### src/rtl/alu_pkg.sv
// Shared ALU control encoding and the legality check used by the ALU arbiter.
package alu_pkg;

  localparam int ALU_CTRL_W = 4;

  localparam logic [ALU_CTRL_W-1:0] ALU_ADD = 4'b0010;
  localparam logic [ALU_CTRL_W-1:0] ALU_SUB = 4'b0110;
  localparam logic [ALU_CTRL_W-1:0] ALU_AND = 4'b0000;
  localparam logic [ALU_CTRL_W-1:0] ALU_OR  = 4'b0001;

  function automatic logic is_legal_alu_op(input logic [ALU_CTRL_W-1:0] op);
    return (op == ALU_ADD) || (op == ALU_SUB) || (op == ALU_AND) || (op == ALU_OR);
  endfunction

endpackage

### src/rtl/rr_arbiter.sv
// N-input round-robin arbiter: one grant per cycle, search starts at the pointer,
// pointer moves past the winner and holds when nothing is granted.
module rr_arbiter #(
  parameter int N = 2,
  localparam int IDX_W = (N > 1) ? $clog2(N) : 1
) (
  input  logic             clk,
  input  logic             rst,
  input  logic [N-1:0]     req,
  output logic [N-1:0]     grant,
  output logic [IDX_W-1:0] grant_idx,
  output logic             grant_vld
);

  logic [IDX_W-1:0] ptr;

  always_comb begin
    int idx;
    grant     = '0;
    grant_idx = '0;
    grant_vld = 1'b0;
    idx       = 0;
    for (int i = 0; i < N; i++) begin
      idx = int'(ptr) + i;
      if (idx >= N) idx = idx - N;
      if (!grant_vld && req[idx]) begin
        grant[idx] = 1'b1;
        grant_idx  = IDX_W'(idx);
        grant_vld  = 1'b1;
      end
    end
  end

  always_ff @(posedge clk) begin
    if (rst) begin
      ptr <= '0;
    end else if (grant_vld) begin
      if (int'(grant_idx) == N - 1) ptr <= '0;
      else                          ptr <= grant_idx + 1'b1;
    end
  end

endmodule

### src/rtl/alu_arbiter.sv
// Shares one combinational ALU between N_REQ requesters; each requester gets a
// one-deep registered response slot and a saturating grant counter.
module alu_arbiter
  import alu_pkg::*;
#(
  parameter int N_REQ  = 2,
  parameter int DATA_W = 32,
  parameter int CNT_W  = 16
) (
  input  logic                      clk_i,
  input  logic                      rst_i,
  input  logic [N_REQ-1:0]          req_valid_i,
  output logic [N_REQ-1:0]          req_ready_o,
  input  logic [ALU_CTRL_W*N_REQ-1:0] req_op_i,
  input  logic [DATA_W*N_REQ-1:0]   req_a_i,
  input  logic [DATA_W*N_REQ-1:0]   req_b_i,
  output logic [N_REQ-1:0]          resp_valid_o,
  input  logic [N_REQ-1:0]          resp_ready_i,
  output logic [DATA_W*N_REQ-1:0]   resp_data_o,
  output logic [N_REQ-1:0]          resp_err_o,
  output logic [DATA_W-1:0]         alu_data1_o,
  output logic [DATA_W-1:0]         alu_data2_o,
  output logic [ALU_CTRL_W-1:0]     alu_ctrl_o,
  input  logic [DATA_W-1:0]         alu_result_i,
  output logic [CNT_W*N_REQ-1:0]    grant_cnt_o
);

  localparam int IDX_W = (N_REQ > 1) ? $clog2(N_REQ) : 1;
  localparam logic [CNT_W-1:0] CNT_MAX = {CNT_W{1'b1}};

  logic [N_REQ-1:0] eligible;
  logic [N_REQ-1:0] grant;
  logic [IDX_W-1:0] grant_idx;
  logic             grant_vld;
  logic             op_legal;

  // A full slot may be refilled in the same cycle it is drained.
  always_comb begin
    eligible = req_valid_i & (~resp_valid_o | resp_ready_i) & {N_REQ{~rst_i}};
  end

  rr_arbiter #(.N(N_REQ)) u_rr (
    .clk       (clk_i),
    .rst       (rst_i),
    .req       (eligible),
    .grant     (grant),
    .grant_idx (grant_idx),
    .grant_vld (grant_vld)
  );

  assign req_ready_o = grant;

  always_comb begin
    alu_data1_o = '0;
    alu_data2_o = '0;
    alu_ctrl_o  = '0;
    if (grant_vld) begin
      alu_data1_o = req_a_i[int'(grant_idx)*DATA_W +: DATA_W];
      alu_data2_o = req_b_i[int'(grant_idx)*DATA_W +: DATA_W];
      alu_ctrl_o  = req_op_i[int'(grant_idx)*ALU_CTRL_W +: ALU_CTRL_W];
    end
  end

  assign op_legal = is_legal_alu_op(alu_ctrl_o);

  // ---- capture stage: ALU result into the granted slot ----
  always_ff @(posedge clk_i) begin
    if (rst_i) begin
      resp_valid_o <= '0;
      resp_err_o   <= '0;
      resp_data_o  <= '0;
      grant_cnt_o  <= '0;
    end else begin
      for (int k = 0; k < N_REQ; k++) begin
        if (grant[k]) begin
          resp_valid_o[k] <= 1'b1;
          resp_err_o[k]   <= ~op_legal;
          resp_data_o[k*DATA_W +: DATA_W] <= op_legal ? alu_result_i : '0;
          if (grant_cnt_o[k*CNT_W +: CNT_W] != CNT_MAX)
            grant_cnt_o[k*CNT_W +: CNT_W] <= grant_cnt_o[k*CNT_W +: CNT_W] + 1'b1;
        end else if (resp_ready_i[k]) begin
          resp_valid_o[k] <= 1'b0;
        end
      end
    end
  end

endmodule

### config.mk
export PLATFORM = sky130hd
export DESIGN_NAME = alu_arbiter
export DESIGN_NICKNAME = d
export VERILOG_FILES = /design/src/rtl/alu_pkg.sv /design/src/rtl/rr_arbiter.sv /design/src/rtl/alu_arbiter.sv
export SDC_FILE = /design/constraint.sdc
export NUM_CORES = 1
export LEC_CHECK = 0
export CORE_AREA = 2 2 132 134
export DETAILED_ROUTE_END_ITERATION = 7
export DIE_AREA = 0 0 134 136
export PLACE_DENSITY = 0.7
export SKIP_CTS_REPAIR_TIMING = 1
export SYNTH_ARGS = -nofsm -noshare
export SYNTH_HDL_FRONTEND = slang
export SYNTH_SLANG_ARGS = --single-unit
### constraint.sdc
create_clock -name clk_i -period 4.3 [get_ports clk_i]
set_input_delay 0.645 -clock clk_i [delete_from_list [all_inputs] [get_ports clk_i]]
set_output_delay 0.645 -clock clk_i [all_outputs]
set_load 0.01 [all_outputs]
==> summary.txt <==
Run status
  – Outcome: finished clean

Synthesis
  – Flip-flop and latch count after synthesis: around 100
  – Netlist Area Pre-Place: between 5000 and 6000 sq um
  – Leading cell types by count after synthesis: sky130_fd_sc_hd__nand2_1, sky130_fd_sc_hd__o21ai_0, sky130_fd_sc_hd__dfxtp_1
  – Proportion of synthesized flip-flops having asynchronous set or reset: 0%
  – Main flop type after synthesis: sky130_fd_sc_hd__dfxtp_1
  – Proportion of synthesized chip area in sequential cells: 39.5%
  – Average cell area after synthesis: 7.10 sq um
  – Ranking of synthesized cells by area: sky130_fd_sc_hd__dfxtp_1, sky130_fd_sc_hd__nand2_1, sky130_fd_sc_hd__o21ai_0
  – Area share of the largest cell type after synthesis: 39.5%
  – Most numerous cell in the Yosys netlist: sky130_fd_sc_hd__nand2_1
  – Synth Warn #: 0
  – Number of distinct library cell variants in the gate-level netlist after synthesis: 44
  – Cell type contributing the most total cell area after synthesis: sky130_fd_sc_hd__dfxtp_1
  – Number of instances in the synthesized netlist: 721
  – Nets in the synthesized netlist: 897
  – Number of enable flip-flop cells after synthesis: 0

STA
  – Worst-margin pin slew: 0.936 ns
  – Final worst setup slack: 0.573 ns
  – Setup repair after global routing missed its margin: no
  – Fin Setup TNS: 0 ns
  – Worst slew slack as a fraction of its limit: 37.1%
  – Clock skew: approximately 0.009 ns
  – Worst slack on hold paths: approximately 0.45 ns
  – Number of endpoints failing setup at the final stage: 0
  – Min Clock Period, post-route: around 3.7 ns
  – Portion of the clock cycle consumed by the worst path in the final layout: 86.7%
  – Max-slew violation total from the final report: 0
  – Endpoints failing hold: 0
  – Upper clock frequency limit: 0.268 GHz

Worst setup path
  – Worst Setup Start Kind: input port
  – Setup crit end kind: primary output
  – Critical Path Max Stage Delay: around 0.63 ns
  – Worst-path maximum fanout: 87
  – Type of the worst setup path: input port to primary output
  – Cell with the largest stage delay on the worst path: sky130_fd_sc_hd__clkdlybuf4s50_1
  – Depth of the worst register-to-register path: 7
  – Count of buffer and inverter cells on the critical path: 4
  – Critical Path Stages: 7
  – Worst endpoint required time: 3.65 ns
  – Worst Path Arrival: 3.08 ns
  – Worst path top cell family by delay: buffers and inverters
  – Library cell appearing most often on the critical path: sky130_fd_sc_hd__clkdlybuf4s50_1
  – Series of cell instances along the critical path: clkdlybuf4s50_1 > inv_1 > o311ai_1 > nor2_4 > buf_12 > o21ai_0 > clkdlybuf4s50_1

Routing
  – Post-DRT Antenna Nets: 0
  – Vias post-DR: slightly above 6k
  – Iteration-0 DRC Markers: 381
  – Number of DRC violations after detailed routing: 0
  – DRT Wirelength: about 22 mm
  – Number of vias per cell: 4.93
  – Pre-antenna DRT Iters: 5
  – Routed length per instance: 17.4 um

Die
  – Die area: ~18000 sq um
  – Die boundary height: 136 um
  – Core area: ~17000 sq um
  – Starting density of the core: 30.3%
  – Width of the die: roughly 130 um
  – Top Ports: ~340
  – Standard-cell rows: between 40 and 50

GRT
  – Global-route wire length before repair: 33.2 mm
  – Aggregate global-route resource usage: between 20 and 25%
  – Number of antenna violations at the first check in global routing: 2
  – Number of global-route vias before repair: 5876
  – Overflow left after global routing: 0
  – Maximum number of pins on one net before global-route repair: just under 90

Finish
  – Final design instance area without fill: 9060 sq um
  – Layout cell share with drive strength beyond 1: 3.97%
  – Area delta synth->final: 77.0%
  – Fin nets: about 1.2k
  – Number of cells in the finished layout apart from fillers: 1261

Clock tree
  – Maximum number of buffers from clock root to sink: 2
  – Number of clock sinks: 101
  – CTS buffer count: 9
  – Worst skew pair latency: roughly 0.35 ns
  – Clock transition at the register clock pins on the worst setup and hold paths after CTS: 0.07 ns
  – CTS root buffer: sky130_fd_sc_hd__clkbuf_16
  – Clock tree from TritonCTS: built
  – # H-tree levels: 3

Placed design
  – HPWL after detailed placement: 16.4 mm
  – Global placer's final weighted congestion: 0.883
  – DP Worst Slack: 0.624 ns
  – Area post-placement: 8750 sq um
  – Number of input and output port buffers inserted: 343
  – Cell Count Post-Placement: 1243

Power and ir drop
  – Power per cell area: 265 nW/um^2
  – Static leakage: between 0.003 and 0.004 uW
  – Maximum resistive drop on vdd: 0.000170 V

Flow run
  – Number of maximum-capacitance violations: 0

Hold path
  – Min-Delay Path Depth: 2
  – HP Class: flip-flop to flip-flop
==> per-stage QoR <==
stage / util (%) / total power, uW
floorplan: - / 1210
global placement: 51.8 / 1590
detailed placement: 51.8 / 1590
CTS: 53.6 / 2430
global route: 53.7 / 2520
finish: 53.7 / 2400
==> worst min-delay path: stages, from the launching register on <==
cell and delay, ns:
sky130_fd_sc_hd__dfxtp_1 0.33, sky130_fd_sc_hd__nand2_1 0.04, sky130_fd_sc_hd__o21ai_0 0.05
==> where the power goes <==
group / internal (uW) / switching, uW / leakage (uW)
clock network: 460 / 377 / 0.000148
registers: 964 / 17.9 / 0.000818
logic: 320 / 264 / 0.00206
==> path summary, 6_finish.rpt <==
check / slack [ns] / from / to
worst max-delay path: 0.57 / req_valid_i[0] / alu_data2_o[3]
worst min-delay path: 0.45 / resp_data_o[7] / resp_data_o[7]
worst max register to register: 1.67 / resp_valid_o[0] / resp_data_o[56]
worst min register to register: 0.45 / resp_data_o[7] / resp_data_o[7]
==> metal layers <==
metal  track usage, %  vias up  wire length (um)
met2             40.3      224             11000
met5                0        -                 0
met4             10.3        0               765
li1                 -     3100                 -
met3             5.48       33              1470
met1             27.1     2866              8710
==> flip-flops by register name, summed over array words and instances, names as in the netlist <==
signal        flops
grant_cnt_o      32
resp_data_o      64
resp_valid_o      2
u_rr.ptr          1
resp_err_o        2
==> final cells by class <==
class / instances / area [sq um]
Clock inverter: 7 / 80.1
Fill cell: 1628 / 7820
Multi-Input combinational cell: 559 / 2890
Antenna cell: 2 / 5.00
Clock buffer: 9 / 225
Inverter: 3 / 11.3
Timing Repair Buffer: 355 / 3540
Sequential cell: 101 / 2020
Tap cell: 225 / 282
==> cells by family (layout without fill, tap and decap cells) <==
family	Yosys count	after routing	synth area share, %
DFF	101	101	39.5
buffers and inverters	61	374	4.87
and+or+nand+nor	364	364	33.7
other	0	2	0
AOI/OAI and AO/OA	176	176	18.3
adders and majority gates	2	2	0.489
xor gates and xnor gates	10	10	1.71
muxes	7	7	1.39
==> cells in the final DEF, fill, tap and decap left out, types with 3 or more instances in the layout <==
cell and count:
sky130_fd_sc_hd__nand2b_1 5, sky130_fd_sc_hd__nand3_1 46, sky130_fd_sc_hd__nor4_1 8, sky130_fd_sc_hd__xnor2_1 9, sky130_fd_sc_hd__nor2_1 25, sky130_fd_sc_hd__nand3b_1 34
sky130_fd_sc_hd__nor2b_1 3, sky130_fd_sc_hd__nor2_2 3, sky130_fd_sc_hd__nand2_1 202, sky130_fd_sc_hd__clkdlybuf4s50_1 342, sky130_fd_sc_hd__a21oi_1 18, sky130_fd_sc_hd__nand4_1 5
sky130_fd_sc_hd__nor3_1 3, sky130_fd_sc_hd__inv_1 3, sky130_fd_sc_hd__clkbuf_16 9, sky130_fd_sc_hd__buf_4 10, sky130_fd_sc_hd__and3_1 3, sky130_fd_sc_hd__or3_1 9
sky130_fd_sc_hd__a22oi_1 3, sky130_fd_sc_hd__o21ai_0 141, sky130_fd_sc_hd__mux2i_1 6, sky130_fd_sc_hd__dfxtp_1 101, sky130_fd_sc_hd__and4_1 6
Power figures use the tool's default switching activity.
